File: src/rtl/mem_sp_param_if.sv
// Request/response bundle for the parametrised single-port memory.
// The master drives requests; the slave (the memory) returns read data and status.
interface mem_sp_param_if #(
    parameter int DATA_W = 8,
    parameter int ADDR_W = 4
);
    logic              wr_enable;
    logic              rd_enable;
    logic [ADDR_W-1:0] addr;
    logic [DATA_W-1:0] data_in;
    logic [DATA_W-1:0] data_out;
    logic              rd_valid;
    logic              busy;
    logic              drop_err;

    modport master (
        output wr_enable, rd_enable, addr, data_in,
        input  data_out, rd_valid, busy, drop_err
    );

    modport slave (
        input  wr_enable, rd_enable, addr, data_in,
        output data_out, rd_valid, busy, drop_err
    );
endinterface

File: src/rtl/mem_sp_param.sv
// Parametrised single-port memory: registered reads with RD_LAT-deep pipeline,
// read-valid strobe, optional zero-fill after reset with busy/drop reporting.
module mem_sp_param #(
    parameter int DATA_W     = 8,
    parameter int ADDR_W     = 4,
    parameter int RD_LAT     = 1,
    parameter int CLR_ON_RST = 1
) (
    input  logic           clk,
    input  logic           rst,
    mem_sp_param_if.slave  bus
);
    localparam int DEPTH = 1 << ADDR_W;

    if (RD_LAT < 1 || RD_LAT > 4) begin : g_bad_lat
        $error("mem_sp_param: RD_LAT must be in 1..4");
    end
    if (DATA_W < 1 || DATA_W > 64) begin : g_bad_width
        $error("mem_sp_param: DATA_W must be in 1..64");
    end

    typedef enum logic [0:0] {CLEAR = 1'b0, READY = 1'b1} state_t;

    state_t                          state;
    logic [ADDR_W-1:0]               clr_ptr;
    logic                            busy_reg;
    logic                            drop_reg;

    logic [DATA_W-1:0]               mem [DEPTH];
    logic                            mem_we;
    logic [ADDR_W-1:0]               mem_wa;
    logic [DATA_W-1:0]               mem_wd;
    logic                            rd_acc;

    logic [RD_LAT-1:0]               vld_pipe;
    logic [RD_LAT-1:0][DATA_W-1:0]   dat_pipe;
    logic [DATA_W-1:0]               dout_reg;
    logic                            rvld_reg;

    // Clear/ready sequencer; busy and drop_err are registered alongside the state.
    // busy falls on the same edge that writes the last word, so it reads high
    // for exactly DEPTH cycles after reset is released.
    always_ff @(posedge clk) begin
        if (rst) begin
            state    <= (CLR_ON_RST != 0) ? CLEAR : READY;
            busy_reg <= (CLR_ON_RST != 0);
            clr_ptr  <= '0;
            drop_reg <= 1'b0;
        end else begin
            drop_reg <= busy_reg && (bus.rd_enable || bus.wr_enable);
            case (state)
                CLEAR: begin
                    clr_ptr <= clr_ptr + 1'b1;
                    if (clr_ptr == {ADDR_W{1'b1}}) begin
                        state    <= READY;
                        busy_reg <= 1'b0;
                    end
                end
                default: ;
            endcase
        end
    end

    // Single write port shared by the clear sweep and user writes.
    always_comb begin
        mem_we = 1'b0;
        mem_wa = bus.addr;
        mem_wd = bus.data_in;
        if (!rst) begin
            if (state == CLEAR) begin
                mem_we = 1'b1;
                mem_wa = clr_ptr;
                mem_wd = '0;
            end else if (bus.wr_enable) begin
                mem_we = 1'b1;
            end
        end
    end

    assign rd_acc = !rst && (state == READY) && bus.rd_enable;

    // Storage array; no reset so it maps onto RAM. Same-edge read sees old data.
    always_ff @(posedge clk) begin
        if (mem_we) begin
            mem[mem_wa] <= mem_wd;
        end
    end

    // Read pipeline: stage 0 samples the array on the request edge, the output
    // register updates RD_LAT edges later. Reset drops everything in flight.
    always_ff @(posedge clk) begin
        if (rst) begin
            vld_pipe <= '0;
            dat_pipe <= '0;
            dout_reg <= '0;
            rvld_reg <= 1'b0;
        end else begin
            vld_pipe[0] <= rd_acc;
            if (rd_acc) begin
                dat_pipe[0] <= mem[bus.addr];
            end
            for (int i = 1; i < RD_LAT; i++) begin
                vld_pipe[i] <= vld_pipe[i-1];
                dat_pipe[i] <= dat_pipe[i-1];
            end
            rvld_reg <= vld_pipe[RD_LAT-1];
            if (vld_pipe[RD_LAT-1]) begin
                dout_reg <= dat_pipe[RD_LAT-1];
            end
        end
    end

    assign bus.data_out = dout_reg;
    assign bus.rd_valid = rvld_reg;
    assign bus.busy     = busy_reg;
    assign bus.drop_err = drop_reg;
endmodule

File: src/flat_wrapper.sv
// flat-port wrapper written by rule: the top's interface ports become plain ports
module mem_sp_param_flat 
#(
    parameter int DATA_W     = 8,
    parameter int ADDR_W     = 4,
    parameter int RD_LAT     = 1,
    parameter int CLR_ON_RST = 1
)
  (clk, rst, bus_wr_enable, bus_rd_enable, bus_addr, bus_data_in, bus_data_out, bus_rd_valid, bus_busy, bus_drop_err);
  mem_sp_param_if #(.DATA_W(DATA_W), .ADDR_W(ADDR_W)) bus_i ();
  input  logic clk;
  input  logic rst;
  input wire logic [$bits(bus_i.wr_enable)-1:0] bus_wr_enable;
  input wire logic [$bits(bus_i.rd_enable)-1:0] bus_rd_enable;
  input wire logic [$bits(bus_i.addr)-1:0] bus_addr;
  input wire logic [$bits(bus_i.data_in)-1:0] bus_data_in;
  output wire logic [$bits(bus_i.data_out)-1:0] bus_data_out;
  output wire logic [$bits(bus_i.rd_valid)-1:0] bus_rd_valid;
  output wire logic [$bits(bus_i.busy)-1:0] bus_busy;
  output wire logic [$bits(bus_i.drop_err)-1:0] bus_drop_err;
  assign bus_i.wr_enable = bus_wr_enable;
  assign bus_i.rd_enable = bus_rd_enable;
  assign bus_i.addr = bus_addr;
  assign bus_i.data_in = bus_data_in;
  assign bus_data_out = bus_i.data_out;
  assign bus_rd_valid = bus_i.rd_valid;
  assign bus_busy = bus_i.busy;
  assign bus_drop_err = bus_i.drop_err;
  mem_sp_param #(.DATA_W(DATA_W), .ADDR_W(ADDR_W), .RD_LAT(RD_LAT), .CLR_ON_RST(CLR_ON_RST)) u_core (.clk(clk), .rst(rst), .bus(bus_i));
endmodule
File: config.mk
export PLATFORM = sky130hd
export DESIGN_NAME = mem_sp_param_flat
export DESIGN_NICKNAME = d
export VERILOG_FILES = /design/src/rtl/mem_sp_param_if.sv /design/src/rtl/mem_sp_param.sv /design/src/flat_wrapper.sv
export SDC_FILE = /design/constraint.sdc
export NUM_CORES = 1
export LEC_CHECK = 0
export CORE_MARGIN = 1.5
export CORE_UTILIZATION = 51
export CTS_CLUSTER_DIAMETER = 100
export CTS_CLUSTER_SIZE = 40
export DETAILED_ROUTE_END_ITERATION = 10
export PLACE_DENSITY = 0.79
export SYNTH_ARGS = -nofsm -noshare
export SYNTH_HDL_FRONTEND = slang
export SYNTH_SLANG_ARGS = --single-unit
File: constraint.sdc
create_clock -name clk -period 2.3 [get_ports clk]
set_clock_uncertainty 0.15 [all_clocks]
set_input_delay 0.345 -clock clk [delete_from_list [all_inputs] [get_ports clk]]
set_output_delay 0.345 -clock clk [all_outputs]
set_load 0.05 [all_outputs]
; Word-level counts from Yosys, hierarchy flattened
; Memory sizes are Yosys's and may differ from the RTL's. A register that Yosys moved wholly into a read port is not among the register bits.
; Index checks and enable logic that the tools add are counted.
[totals]
register_bits = 17
mem_bits_rw = 128
in_bits = 16
out_inout_bits = 11
n_memories = 1
[mem_list]
columns = memory, words, word_bits, read_ports, rd_ports_with_merged_regs, write_ports, line
row1 = u_core.mem, 16, 8, 1, 1, 1, mem_sp_param.sv:29  ; logic [DATA_W-1:0] mem [DEPTH];
[op_classes]
addsub = 1
eq_ne = 1
mux = 11
bitwise_logic = 1
n_reduce_logical = 6
[op_table]
columns = operator, n
row1 = $mux 8, 2
row2 = $mux 4, 2
row3 = $mux 1, 7
row4 = $add 4x1->4 const B, 1
row5 = $eq 4x4->1 const B, 1
row6 = $logic_and 1x1->1, 3
row7 = $reduce_and 2->1, 1
row8 = $logic_not 1->1, 1
row9 = $logic_or 1x1->1, 1
row10 = $not 1->1, 1

; Depth between registers and ports, before layout
; Gate-level depths: netlist (run 1).
[logic_depth]
depth_word = 5
mapped_depth = 7
ltp_nobuf = 4

; Worst setup path before layout (run 1)
; No wires, ideal clock.
[synth_timing]
path_kind = input to register
from = input bus_addr[2]
to = memory u_core.mem[13][0] (enable)
arrival_ps = 1600
t_required_ps = 1780
setup_slack_ps = 179
stages = 5
path_buffers = 2
path_cell_list = buf_2 -> buf_1 -> mux2_2 -> nand2_1 -> nor2_1
[synth_between]
elab_chain_cells = 2
[synth_rtl]
columns = element, line
row1 = start: declaration, flat_wrapper.sv:15  ; input wire logic [$bits(bus_i.addr)-1:0] bus_addr;
row2 = $mux 4, mem_sp_param.sv:70  ; if (state == CLEAR) begin
row3 = $mux 4 (*), mem_sp_param.sv:69  ; if (!rst) begin
row4 = end: declaration, mem_sp_param.sv:29
; Mark *: on every way between the ends. The rest lies on a longest branch, timed or not.

; Final worst setup path (run 1)
[layout_timing]
from = input rst
to = memory u_core.mem[3][1] (enable)
[layout_between]
elab_chain_cells = 3
word_cells_on_any_way = 4
[layout_rtl]
columns = element, line
row1 = start: declaration, flat_wrapper.sv:12  ; input logic rst;
row2 = $mux 1, mem_sp_param.sv:69
row3 = $mux 1, mem_sp_param.sv:84  ; if (mem_we) begin
row4 = $mux 1 (not written as such), mem_sp_param.sv:85  ; mem[mem_wa] <= mem_wd;
; Several ways; a longest one is shown, not always the timed one.

==> results of run 1 <==
## worst max-delay path by stage
stage | startpoint | cells after the start | endpoint | slack [ns]
2_1_floorplan | bus_addr[2] | 5 | u_core.mem[13][0] | 0.18
3_5_place_dp | rst | 6 | u_core.mem[3][2] | -0.39
3_3_place_gp | rst | 6 | u_core.mem[15][5] | -0.31
5_1_grt | u_core.state | 5 | u_core.mem[1][7] | -0.11
4_1_cts | u_core.state | 5 | u_core.mem[3][7] | 0.01
6_report | rst | 6 | u_core.mem[3][1] | -0.01
## cells in the final DEF, fill, tap and decap left out, types with 2 or more instances in the layout
cell type        Yosys  final
edfxtp_1           128    128
nor2_1              31     29
clkdlybuf4s50_1      0     25
dfxtp_1             25     25
buf_4                1     24
mux4_2              19     19
mux2i_1             18     18
clkbuf_16            0     17
mux4_1              13     13
and2_1               8      8
a22oi_1              8      8
mux2_2               7      7
nand2_1              6      6
o21ai_1              6      6
a31oi_1              4      4
clkbuf_8             0      4
clkinv_2             0      4
inv_1                3      3
a21oi_1              3      3
nor3b_1              3      3
nor2b_1              3      3
o21ai_0              3      3
clkbuf_1             5      3
buf_12               1      3
or2_2                2      2
nand2b_1             2      2
nand3_1              2      2
nor2_2               0      2
xor2_1               2      2
mux2_4               2      2
## metal layers
layer | wire length [µm] | global-route usage (%) | share of wire [%]
met1 | 4920 | 25.7 | 43
met2 | 5620 | 31.3 | 49
met3 | 593 | 5.82 | 5.2
met4 | 241 | 8.52 | 2.1
met5 | 0 | 0 | 0
## power by group through the flow
stage	logic, mW	clock network, mW	registers (mW)
4_1_cts	0.310	2.64	3.06
2_1_floorplan	0.196	0	3.11
3_5_place_dp	0.309	0	3.12
6_report	0.309	2.60	3.06
3_3_place_gp	0.299	0	3.11
5_1_grt	0.332	2.76	3.06
## synthesized netlist by cell type
library cell,n,area [µm²]
dfxtp_1,25,500
mux4_2,19,428
nor3b_1,3,22.5
inv_1,3,11.3
and2_1,8,50.1
buf_6,3,33.8
mux2_2,7,78.8
mux2_4,2,30.0
buf_4,1,7.51
xnor2_1,1,8.76
xor2_1,2,17.5
nand3_1,2,10.0
ha_1,1,12.5
nand3b_1,1,7.51
nand4_1,1,6.26
or2_2,2,12.5
buf_12,1,20.0
nor3_1,1,5.00
buf_2,6,30.0
edfxtp_1,128,3840
a22oi_1,8,60.1
a31oi_1,4,25.0
clkbuf_1,5,18.8
and3b_1,1,8.76
nor2_1,31,116
o21ai_0,3,15.0
nand2b_1,2,12.5
mux4_1,13,342
nor2b_1,3,18.8
a21oi_1,3,15.0
nand2_1,6,22.5
buf_1,1,3.75
o21ai_1,6,30.0
mux2i_1,18,180
## worst max-delay path, delay by kind of cell
family	cells	cell delay [ns]
AO/OA/AOI/OAI	1	0.09
buffers and inverters	2	0.61
AND/OR/NAND/NOR	3	1.15
## what timing repair did
action	CTS	global route
gates resized for setup	0	2
setup endpoints to repair	0	33
hold endpoints to repair	0	0
## logic make-up after synthesis
kind of cell / Yosys count / synth area share [%]
flip-flops: 153 / 72.3
AND/OR/NAND/NOR: 61 / 4.88
AO/OA/AOI/OAI: 24 / 2.42
adder cells (fa/ha/maj): 1 / 0.208
multiplexers: 59 / 17.6
buffers and inverters: 20 / 2.08
XOR/XNOR: 3 / 0.438
## final cells by class
class	count	area share (%)
Multi-Input combinational cell	148	21.6
Inverter	3	0.158
Sequential cell	153	60.9
Timing Repair Buffer	53	6.95
Clock buffer	24	6.89
Tap cell	143	2.51
Clock inverter	8	0.982
==> flow_summary.yaml, run 1 <==
status:
  run_status: "finished, violations left"
  violations: "setup timing"
power:
  p_leak_nw: 2.44
  power_frac_comb_pct: 5.2
  p_sw_mw: 1.19
  vdd_ir_drop_max_mv: 0.582
  sequentialPowerShare_pct: 51.2
  sw_frac_of_total_pct: 19.9
  p_clk_share_pct: 43.6
  total_power_mw: 5.97
  p_int_mw: 4.78
  powerDensity_nw_per_um2: 837
routing:
  vias_per_cell: 5.72
  wl_um: 11400
  antenna_left: 0
  drc_errors: 0
  drt-wirelength-per-cell_um: 21.4
  drt_first_pass_iters: 4
  vias: 3045
  drt_iter0_drc: 195
sta:
  tns_ns: -0.0846
  setup_violations: 8
  holdWs_ns: 0.335
  relSlewSlack_pct: 43.9
  timing_hold_violations_final: 0
  maxSlewViolCount: 0
  period_minus_slack_ns: 2.31
  period_share_pct: 101
  tightest_slew_ns: 0.839
  fin_ws_ns: -0.0120
  rsz0062_at_grt: "yes"
  clock.fmax_mhz: 433
grt:
  overflow: 0
  grt_max_degree: 21
  grt_pass1_wl_um: 17500
  grt_antenna_before_repair: 0
  grt_pass1_vias: 3099
  grt_usage_pct: 19.7
floorplanning:
  dieArea_um2: 12400
  ios: 27
  start_util_pct: 52.4
  die_y_um: 112
  num_rows: 39
  core_um2: 11500
  die_x_um: 112
worst_hold_path:
  hp-start: "u_core.bus.busy"
  hp-class: "reg2reg"
  hold_path_depth: 1
  min_delay_worst_endpoint: "u_core.bus.drop_err"
clocking:
  cts_sinks: 153
  htreeDepth: 4
  clock_latency_ns: 0.41
  cts_buffers: 17
  cts-root-buf: "clkbuf_16"
  clockBufferDepth: 2
  cts_setup_buffers: 0
  hold_buffers: 0
  clk_pin_slew_ns: 0.06
  cts_tree: "done"
yosys:
  synth-seq-area-share_pct: 72.3
  netlist_instances: 321
  synth_area_per_cell_um2: 18.7
  syn_area_um2: 6000
  synth_nets: 338
  synth.distinct_cells: 34
  yosysWarnings: 0
  ys_seq_elements: 153
flow_run:
  cap_viol_max_count: 0
critical_path:
  setup.worst_path.class: "in2reg"
  crit_path_frequent_cell: "nor2_1"
  end_kind: "register"
  worstPathRequired_ns: 2.19
  rr_endpoint: "u_core.mem[3][1]"
  startpoint_type: "input port"
  crit_path_max_fanout: 8
  rr_worst_depth: 5
  rr_startpoint: "u_core.state"
  slowest_delay_ns: 0.70
  worstPathArrival_ns: 2.20
  cp_slowest_cell: "nor2_1"
  path_cells: "clkdlybuf4s50_1 -> or2_2 -> buf_4 -> nor2_1 -> a31oi_1 -> nor2_1"
  rrSetupSlack_ns: 0
cells_and_area:
  area_delta_synth_final_pct: 18.8
  utilization_pct: 62.2
  antenna_cells: 0
  stdcell_count: 532
  fin_area_um2: 7130
  fin_nets: 393
  largest_reg_flops: 128
  fillers: 776
  largest_register: "u_core.mem"
  multi_input_area_um2: 1540
  final-seq-area_um2: 4340
  layout-drive-gt1-share_pct: 22.6
place:
  place_area_um2: 6570
  hpwl_um: 7370
  gp_congestion: 0.826
  io_buffers: 26
  dp.cells: 500
  pre_cts_slack_ns: -0.388
Note: power is estimated with default switching activity, not from simulation.
==> inputs of run 2 (changes only) <==
--- a/config.mk
+++ b/config.mk
@@ -5,12 +5,13 @@
 export SDC_FILE = /design/constraint.sdc
 export NUM_CORES = 1
 export LEC_CHECK = 0
-export CORE_MARGIN = 1.5
+export CORE_MARGIN = 2
 export CORE_UTILIZATION = 51
 export CTS_CLUSTER_DIAMETER = 100
 export CTS_CLUSTER_SIZE = 40
 export DETAILED_ROUTE_END_ITERATION = 10
 export PLACE_DENSITY = 0.79
+export SKIP_CTS_REPAIR_TIMING = 1
 export SYNTH_ARGS = -nofsm -noshare
 export SYNTH_HDL_FRONTEND = slang
 export SYNTH_SLANG_ARGS = --single-unit
==> run 2 against run 1 <==
Effect of this change: the run now ends clean; clock power is 2% higher; critical path depth is 1 lower; hold slack worse by 0.0030 ns; core utilization is 0.19 points higher; cell count is 0.19% higher; largest cell class unchanged.
==> flow_summary.yaml, run 2 (same netlist as run 1, synthesis figures left out) <==
status:
  run_status: "completed"
cells_and_area:
  final_cell_mix: "128 x edfxtp_1, 26 x buf_4, 25 x clkdlybuf4s50_1, 25 x dfxtp_1, 23 x nor2_1"
  area_delta_synth_final_pct: 19.1
  layout_commonest_cell: "edfxtp_1"
  stdcell_count: 533
  fin_nets: 394
  largest_reg_flops: 128
  layout-drive-gt1-share_pct: 25.4
  antenna_cells: 0
  utilization_pct: 62.4
  largest_register: "u_core.mem"
critical_path:
  startpoint_type: "register"
  cp_slowest_cell: "nor2_2"
  critPathTopFamily: "simple AND/OR/NAND/NOR gates"
  path_cells: "or2_2 -> buf_4 -> nor2_1 -> a31oi_1 -> nor2_2"
  rr_worst_depth: 5
  setup.worst_path.class: "reg2reg"
  rr_endpoint: "u_core.mem[15][1]"
  path_buf_inv: 1
  rr_startpoint: "u_core.state"
  worstPathRequired_ns: 2.22
  slowest_delay_ns: 0.49
  end_kind: "register"
  rrSetupSlack_ns: 0.17
  worstPathArrival_ns: 2.04
  crit_path_max_fanout: 8
place:
  io_buffers: 26
  dp.cells: 501
  hpwl_um: 7410
  pre_cts_slack_ns: -0.409
  gp_congestion: 0.851
floorplanning:
  start_util_pct: 52.4
  die_y_um: 113
  num_rows: 39
  dieArea_um2: 12700
  core_um2: 11500
  ios: 27
  die_x_um: 113
sta:
  maxSlewViolCount: 0
  period_share_pct: 92.5
  setup_violations: 0
  relSlewSlack_pct: 54.0
  holdWs_ns: 0.332
  rsz0062_at_grt: "no"
  fin_ws_ns: 0.173
  clock.fmax_mhz: 470
  period_minus_slack_ns: 2.13
  timing_hold_violations_final: 0
  tightest_slew_ns: 0.688
routing:
  vias_per_cell: 5.73
  antenna_left: 0
  drt_first_pass_iters: 5
  vias: 3053
  wl_um: 11400
  drc_errors: 0
  drt_iter0_drc: 187
  drt-wirelength-per-cell_um: 21.3
worst_hold_path:
  min_delay_worst_endpoint: "u_core.bus.busy"
  hp-start: "u_core.bus.busy"
  hold_path_depth: 2
  hp-class: "reg2reg"
clocking:
  cts_buffers: 17
  cts_sinks: 153
  htreeDepth: 4
  clock_latency_ns: 0.42
  clockBufferDepth: 2
  cts-root-buf: "clkbuf_16"
  clk_pin_slew_ns: 0.06
  cts_tree: "done"
power:
  p_clk_share_pct: 44.0
  vdd_ir_drop_max_mv: 0.520
  powerDensity_nw_per_um2: 842
  p_sw_mw: 1.35
  sw_frac_of_total_pct: 22.3
  p_int_mw: 4.67
  power_frac_comb_pct: 5.2
  p_leak_nw: 2.44
  total_power_mw: 6.02
  sequentialPowerShare_pct: 50.8
flow_run:
  cap_viol_max_count: 0
grt:
  grt_max_degree: 21
  grt_pass1_wl_um: 17600
  grt_usage_pct: 19.5
  grt_antenna_before_repair: 0
  overflow: 0
  grt_pass1_vias: 3077
run 2: how the worst max path moves through the flow:
stage               cells past startpoint  slack, ns    startpoint                 to
floorplan                               5       0.18   bus_addr[2]  u_core.mem[13][0]
global placement                        6      -0.32           rst   u_core.mem[7][6]
detailed placement                      6      -0.41           rst  u_core.mem[15][2]
CTS                                     5      0.004  u_core.state  u_core.mem[15][4]
global route                            5       0.11  u_core.state   u_core.mem[7][7]
finish                                  5       0.17  u_core.state  u_core.mem[15][1]
run 2: stage by stage:
stage / setup TNS (ns) / instance area (µm²)
after floorplan: 0 / 6000
after global placement: -19.18 / 6560
after detailed placement: -29.31 / 6560
after CTS: 0 / 7130
after global routing: 0 / 7150
final: 0 / 7150
run 2: per-layer routing:
| metal | track usage (%) | vias to the layer above | wire, µm |
|---|---|---|---|
| met2 | 31.5 | 97 | 5720 |
| li1 | - | 1393 | - |
| met3 | 6.05 | 15 | 614 |
| met4 | 6.59 | 0 | 131 |
| met5 | 0 | - | 0 |
| met1 | 25.5 | 1548 | 4910 |
run 2: cell type report:
class,count,area (µm²)
flip-flops and latches,153,4340
fillers,773,4310
multi-input cells,148,1560
repair buffers,54,490
clock buffers,18,450
well taps,143,179
clock inverters,14,123
inverters,3,11.3
run 2: power by group through the flow:
stage | sequential, mW | combinational, mW | clock, mW
after floorplan | 3.11 | 0.196 | 0
after global placement | 3.11 | 0.302 | 0
after detailed placement | 3.12 | 0.310 | 0
after CTS | 3.06 | 0.313 | 2.70
after global routing | 3.06 | 0.339 | 2.80
final | 3.06 | 0.315 | 2.65
run 2: worst reg2reg max path, delay by kind of cell, from the launching register on:
| family | cells | cell delay (ns) |
|---|---|---|
| compound gates | 1 | 0.12 |
| simple gates | 3 | 0.97 |
| buf+inv | 1 | 0.19 |
| flops | 1 | 0.34 |
==> RTL change 1, RTL diff (settings of run 1) <==
`RD_LAT` is set to 1 in 2 places; all go to 2.
--- a/src/rtl/mem_sp_param.sv
+++ b/src/rtl/mem_sp_param.sv
@@ -4,5 +4,5 @@
     parameter int DATA_W     = 8,
     parameter int ADDR_W     = 4,
-    parameter int RD_LAT     = 1,
+    parameter int RD_LAT     = 2,
     parameter int CLR_ON_RST = 1
 ) (
--- a/src/flat_wrapper.sv
+++ b/src/flat_wrapper.sv
@@ -4,5 +4,5 @@
     parameter int DATA_W     = 8,
     parameter int ADDR_W     = 4,
-    parameter int RD_LAT     = 1,
+    parameter int RD_LAT     = 2,
     parameter int CLR_ON_RST = 1
 )
Function: same outputs for any inputs over 10 cycles, from zero or initial values and one cycle with rst high; that may be too few to reach the edited logic, so the function may still have changed.
==> RTL change 1 against run 1 <==
Cell area increased by 5.1%; sequential share of layout area decreased by 0.58 points; routed wire length increased by 9.2%; non-clock buffer count grew 9; hold slack lost 0.032 ns; global-route usage up 1.2 points; synthesized cell count up 8.7%; power increased by 13%; area after synthesis grew 3.2%; largest cell class unchanged; sequential cell count up 9; critical endpoint is now u_core.mem[9][5]; setup slack improved by 0.18 ns; first-iteration DRC count increased by 140%.
==> RTL change 1: results (changes against run 1) <==
| Metric | Value |
|---|---|
| Area of placed instances | `6820 um2 (+3.9%)` |
| Number of global-route vias before repair | `3331 (+7.5%)` |
| HPWL Detailed | `8.134 mm (+10%)` |
| Commonest cells post-synth | `128 x edfxtp_1, 34 x dfxtp_1, 30 x nor2_1` |
| Initial antenna violation count | `0 (unchanged)` |
| Routed WL | `12.41 mm (+9.2%)` |
| CP delay by family, top | `simple AND/OR/NAND/NOR gates` |
| Largest stage delay, worst path | `1.04 ns (+0.34 ns)` |
| Clk Latency, worst-skew pair | `0.42 ns` |
| Largest register FFs | `128 (unchanged)` |
| Max VDD drop | `0.4815 mV (-17%)` |
| Met1 GRT Util | `29.38% (+3.7 points)` |
| Slew Limit Headroom | `9.510% (-34 points)` |
| LEAKAGE | `2.583 nW (+6.0%)` |
| GPL Wtd Cong | `0.8615 (+4.3%)` |
| Largest net degree at the start of global routing | `29 (+38%)` |
| Flop-to-flop setup slack | `0.23 ns (+0.23 ns)` |
| Vias/cell | `5.743 (+0.35%)` |
| DRT met1 WL | `5.414 mm (+10%)` |
| DRT Pass-1 Iters | `5 (+1)` |
| Fraction of layout cells with a size suffix above 1 | `23.94% (+1.3 points)` |
| Syn nets | `366 (+8.3%)` |
| Met3 wire len | `1.015 mm (+71%)` |
| Post-synthesis sequential area ratio | `72.99% (+0.64 points)` |
| Crit path max fanout | `16 (+8)` |
| Worst-path clk slew | `0.06 ns (about the same)` |
| Clock tree buffer depth | `2 (unchanged)` |
| CP arrival | `2.01 ns (-0.19 ns)` |
| GRT Total Usage | `20.96% (+1.2 points)` |
| Worst R2R End | `u_core.mem[5][3]` |
| Run status | `finished clean` |
| Hold path cells | `1 (unchanged)` |
| P_sw | `0.001358 W (+14%)` |
| Drt first-iter violations | `463 (+140%)` |
| Post-Place Cells | `541 (+8.2%)` |
| Top reg by flops | `u_core.mem` |
| Reg2Reg Depth | `6 (+1)` |
| # resized after CTS | `0 (unchanged)` |
| Netlist cell types | `35 (+2.9%)` |
| Final #Nets | `430 (+9.4%)` |
| First-pass GRT wire length | `19.09 mm (+8.8%)` |
| Top_reg_cell synth | `edfxtp_1` |
| Post-synthesis cell count | `349 (+8.7%)` |
| Met2 routed WL | `5.852 mm (+4.2%)` |
| Asr flop ratio synth | `0% (unchanged)` |
| Slowest stage cell, crit path | `nor2b_1` |
| Dominant cells by area after synthesis | `edfxtp_1 62%, dfxtp_1 11%, mux4_2 11%` |
| CP Launch Point | `rst` |
| Grt met3 use | `6.374% (+0.55 points)` |
| Final Setup Violations | `0 (-8)` |
| Highest metal used | `met4` |
| GR Layer Usage met2 | `32.40% (+1.1 points)` |
| # Post-CTS Setup Buffers | `0 (unchanged)` |
| R2r startpoint | `u_core.state` |
| Hold wc startpoint | `u_core.vld_pipe[0]` |
| EDFF count, synth | `128 (unchanged)` |
| Hold Path End | `u_core.vld_pipe[1]` |
| H-tree levels | `4 (unchanged)` |
| Finished Layout Cells | `573 (+7.7%)` |
==> RTL change 1: metrics by stage <==
step / setup WS (ns) / utilization, % / TNS [ns] / hold slack (ns)
global placement: -0.1031 / 57.26 / -13.30 / 0.2689
CTS: 0.2256 / 62.95 / 0 / 0.3038
floorplan: 0.2947 / - / 0 / 0.2638
detailed placement: -0.1514 / 57.26 / -26.42 / 0.2799
global route: 0.09800 / 62.95 / 0 / 0.3220
finish: 0.1702 / 62.95 / 0 / 0.3027
==> RTL change 1: cell type report <==
class                   instances  area, um2
flip-flops and latches        162       4524
repair buffers                 62      545.5
clock inverters                15      252.7
well taps                     147      183.9
multi-input cells             165       1548
inverters                       5      18.77
clock buffers                  17      425.4
fillers                       846       4413
==> RTL change 1: how the worst max path moves through the flow <==
| stage | to |
|---|---|
| after floorplan | u_core.mem[2][0] |
| after global placement | u_core.mem[10][6] |
| after detailed placement | u_core.mem[13][0] |
| after CTS | bus_data_out[5] |
| after global routing | u_core.mem[13][3] |
| final | u_core.mem[9][5] |
==> RTL change 1: cells by family after synthesis <==
| kind of cell | after synthesis | synth area share (%) |
|---|---|---|
| AOI/OAI and AO/OA | 22 | 2.664 |
| xor gates and xnor gates | 3 | 0.4240 |
| adders and majority gates | 1 | 0.2018 |
| buffers and inverters | 22 | 2.039 |
| DFF | 162 | 72.99 |
| muxes | 56 | 14.92 |
| and+or+nand+nor | 83 | 6.762 |
==> RTL change 1: power by group through the flow <==
stage	Combinational (W)	Sequential, W	Clock, W
floorplan	0.000192	0.00327	0
global placement	0.000308	0.00328	0
detailed placement	0.000320	0.00328	0
CTS	0.000321	0.00322	0.00324
global route	0.000342	0.00322	0.00337
finish	0.000319	0.00322	0.00320
==> RTL change 2, RTL diff (settings of run 1) <==
Without the edit above. Reset style: asynchronous (`rst`), changed in 2 clocked blocks.
--- a/src/rtl/mem_sp_param.sv
+++ b/src/rtl/mem_sp_param.sv
@@ -41,5 +41,5 @@
     // busy falls on the same edge that writes the last word, so it reads high
     // for exactly DEPTH cycles after reset is released.
-    always_ff @(posedge clk) begin
+    always_ff @(posedge clk or posedge rst) begin
         if (rst) begin
             state    <= (CLR_ON_RST != 0) ? CLEAR : READY;
@@ -89,5 +89,5 @@
     // Read pipeline: stage 0 samples the array on the request edge, the output
     // register updates RD_LAT edges later. Reset drops everything in flight.
-    always_ff @(posedge clk) begin
+    always_ff @(posedge clk or posedge rst) begin
         if (rst) begin
             vld_pipe <= '0;
Behaviour: differs if rst is asserted again (counterexample within 4 cycles, from zero or initial values and one cycle with rst high); with rst held inactive, the same outputs for 10 cycles.
==> RTL change 2 against run 1 <==
The run ends with DRC left; area after synthesis increased by 1.2%; count of clock-buffer cells in the layout is the same; sequential cell count is the same; cell area up 2.3%; setup slack improved by 0.070 ns; routed wire length grew 7.3%; first-iteration DRC count increased by 76%; synthesized cell count fell by 4.0%; power is 6.0% higher; utilization rose by 1.2 points.
==> RTL change 2: results (changes against run 1) <==
| Metric | Value |
|---|---|
| Tightest Pin Transition | `0.7371 ns (-0.1015 ns)` |
| Run status | `finished, violations left` |
| Fraction of layout cells with a size suffix above 1 | `27.86% (+5.2 points)` |
| Failing checks | `DRC` |
| P_sw | `0.001399 W (+17%)` |
| Multiplexer share of the synthesized area | `17.02% (-0.61 points)` |
| Fillcell total | `763 (-1.7%)` |
| Max VDD drop | `0.5642 mV (-3.0%)` |
| First-pass GRT wire length | `18.79 mm (+7.1%)` |
| Largest net degree at the start of global routing | `26 (+24%)` |
| Largest stage delay, worst path | `0.80 ns (+0.10 ns)` |
| HPWL Detailed | `8.171 mm (+11%)` |
| Asr flop ratio synth | `16.34% (+16 points)` |
| R2r startpoint | `u_core.state` |
| Routed WL | `12.20 mm (+7.3%)` |
| CP Launch Point | `u_core.bus.busy` |
| Combinational power share | `8.5% (+3.3 points)` |
| LEAKAGE | `2.561 nW (+5.1%)` |
| Post-synthesis sequential area ratio | `73.55% (+1.2 points)` |
| Slowest stage cell, crit path | `clkdlybuf4s50_1` |
| CP arrival | `1.75 ns (-0.45 ns)` |
| Drt first-iter violations | `343 (+76%)` |
| Syn nets | `325 (-3.8%)` |
| Number of global-route vias before repair | `3133 (+1.1%)` |
| Adder-cell share of the synthesized area | `0.2058% (-0.0025 points)` |
| Clock Power | `0.00266 W (+2%)` |
| DRC violations left | `10 (+10)` |
| GRT Total Usage | `21.19% (+1.5 points)` |
| Dominant cells by area after synthesis | `edfxtp_1 63%, dfrtp_1 9.9%, mux4_2 8.2%` |
| XOR/XNOR Fraction of Synth Area | `0.4323% (-0.0053 points)` |
| Complex-gate fraction of the synthesized area | `2.429% (+0.012 points)` |
| GPL Wtd Cong | `0.7896 (-4.4%)` |
| Crit path max fanout | `3 (-5)` |
[RTL change 2: cell count changes after synthesis, sizes merged, moves of 9 or more]
cell          run 1  this run
mux2              9        18
dfxtp            25         0
dfrtp             0        24
o21ai             9         0
nor2             31        20
[RTL change 2: worst paths after layout]
check,end,slack (ns),cells past startpoint
worst max-delay path,bus_busy,0.06,1
worst min-delay path,u_core.dat_pipe[3],0.28,3
worst max register to register,u_core.mem[4][5],0.22,5
worst min register to register,u_core.bus.busy,0.31,1
max in group asynchronous,u_core.bus.busy,1.42,3
min in group clk,u_core.bus.busy,0.31,1
[RTL change 2: stage by stage]
| step | instances | hold WS (ns) | cell area (um2) | util [%] | power, W |
|---|---|---|---|---|---|
| 2_1_floorplan | 308 | 0.2019 | 6078 | - | 0.003518 |
| 3_3_place_gp | 495 | 0.3032 | 6718 | 58.33 | 0.003713 |
| 3_5_place_dp | 495 | 0.3073 | 6718 | 58.33 | 0.003731 |
| 4_1_cts | 527 | 0.2758 | 7296 | 63.35 | 0.006373 |
| 5_1_grt | 527 | 0.3286 | 7296 | 63.35 | 0.006521 |
| 6_report | 527 | 0.2843 | 7296 | 63.35 | 0.006331 |
[RTL change 2: cell type report]
type	instances	area (um2)	share of cell area, %
Clock buffer	24	491.7	6.740
Clock inverter	8	86.33	1.183
Inverter	4	15.01	0.2058
Multi-Input combinational cell	136	1488	20.39
Sequential cell	153	4471	61.28
Tap cell	143	178.9	2.452
Timing Repair Buffer	59	565.5	7.752
[RTL change 2: per-layer routing]
metal  vias to the layer above  wire length [um]  global-route usage, %
li1                       1368                 -                      -
met1                      1614              4858                  28.63
met2                       134              5979                  31.82
met3                        28               951                  6.048
met4                         0               413                  11.05
met5                         -                 0                      0
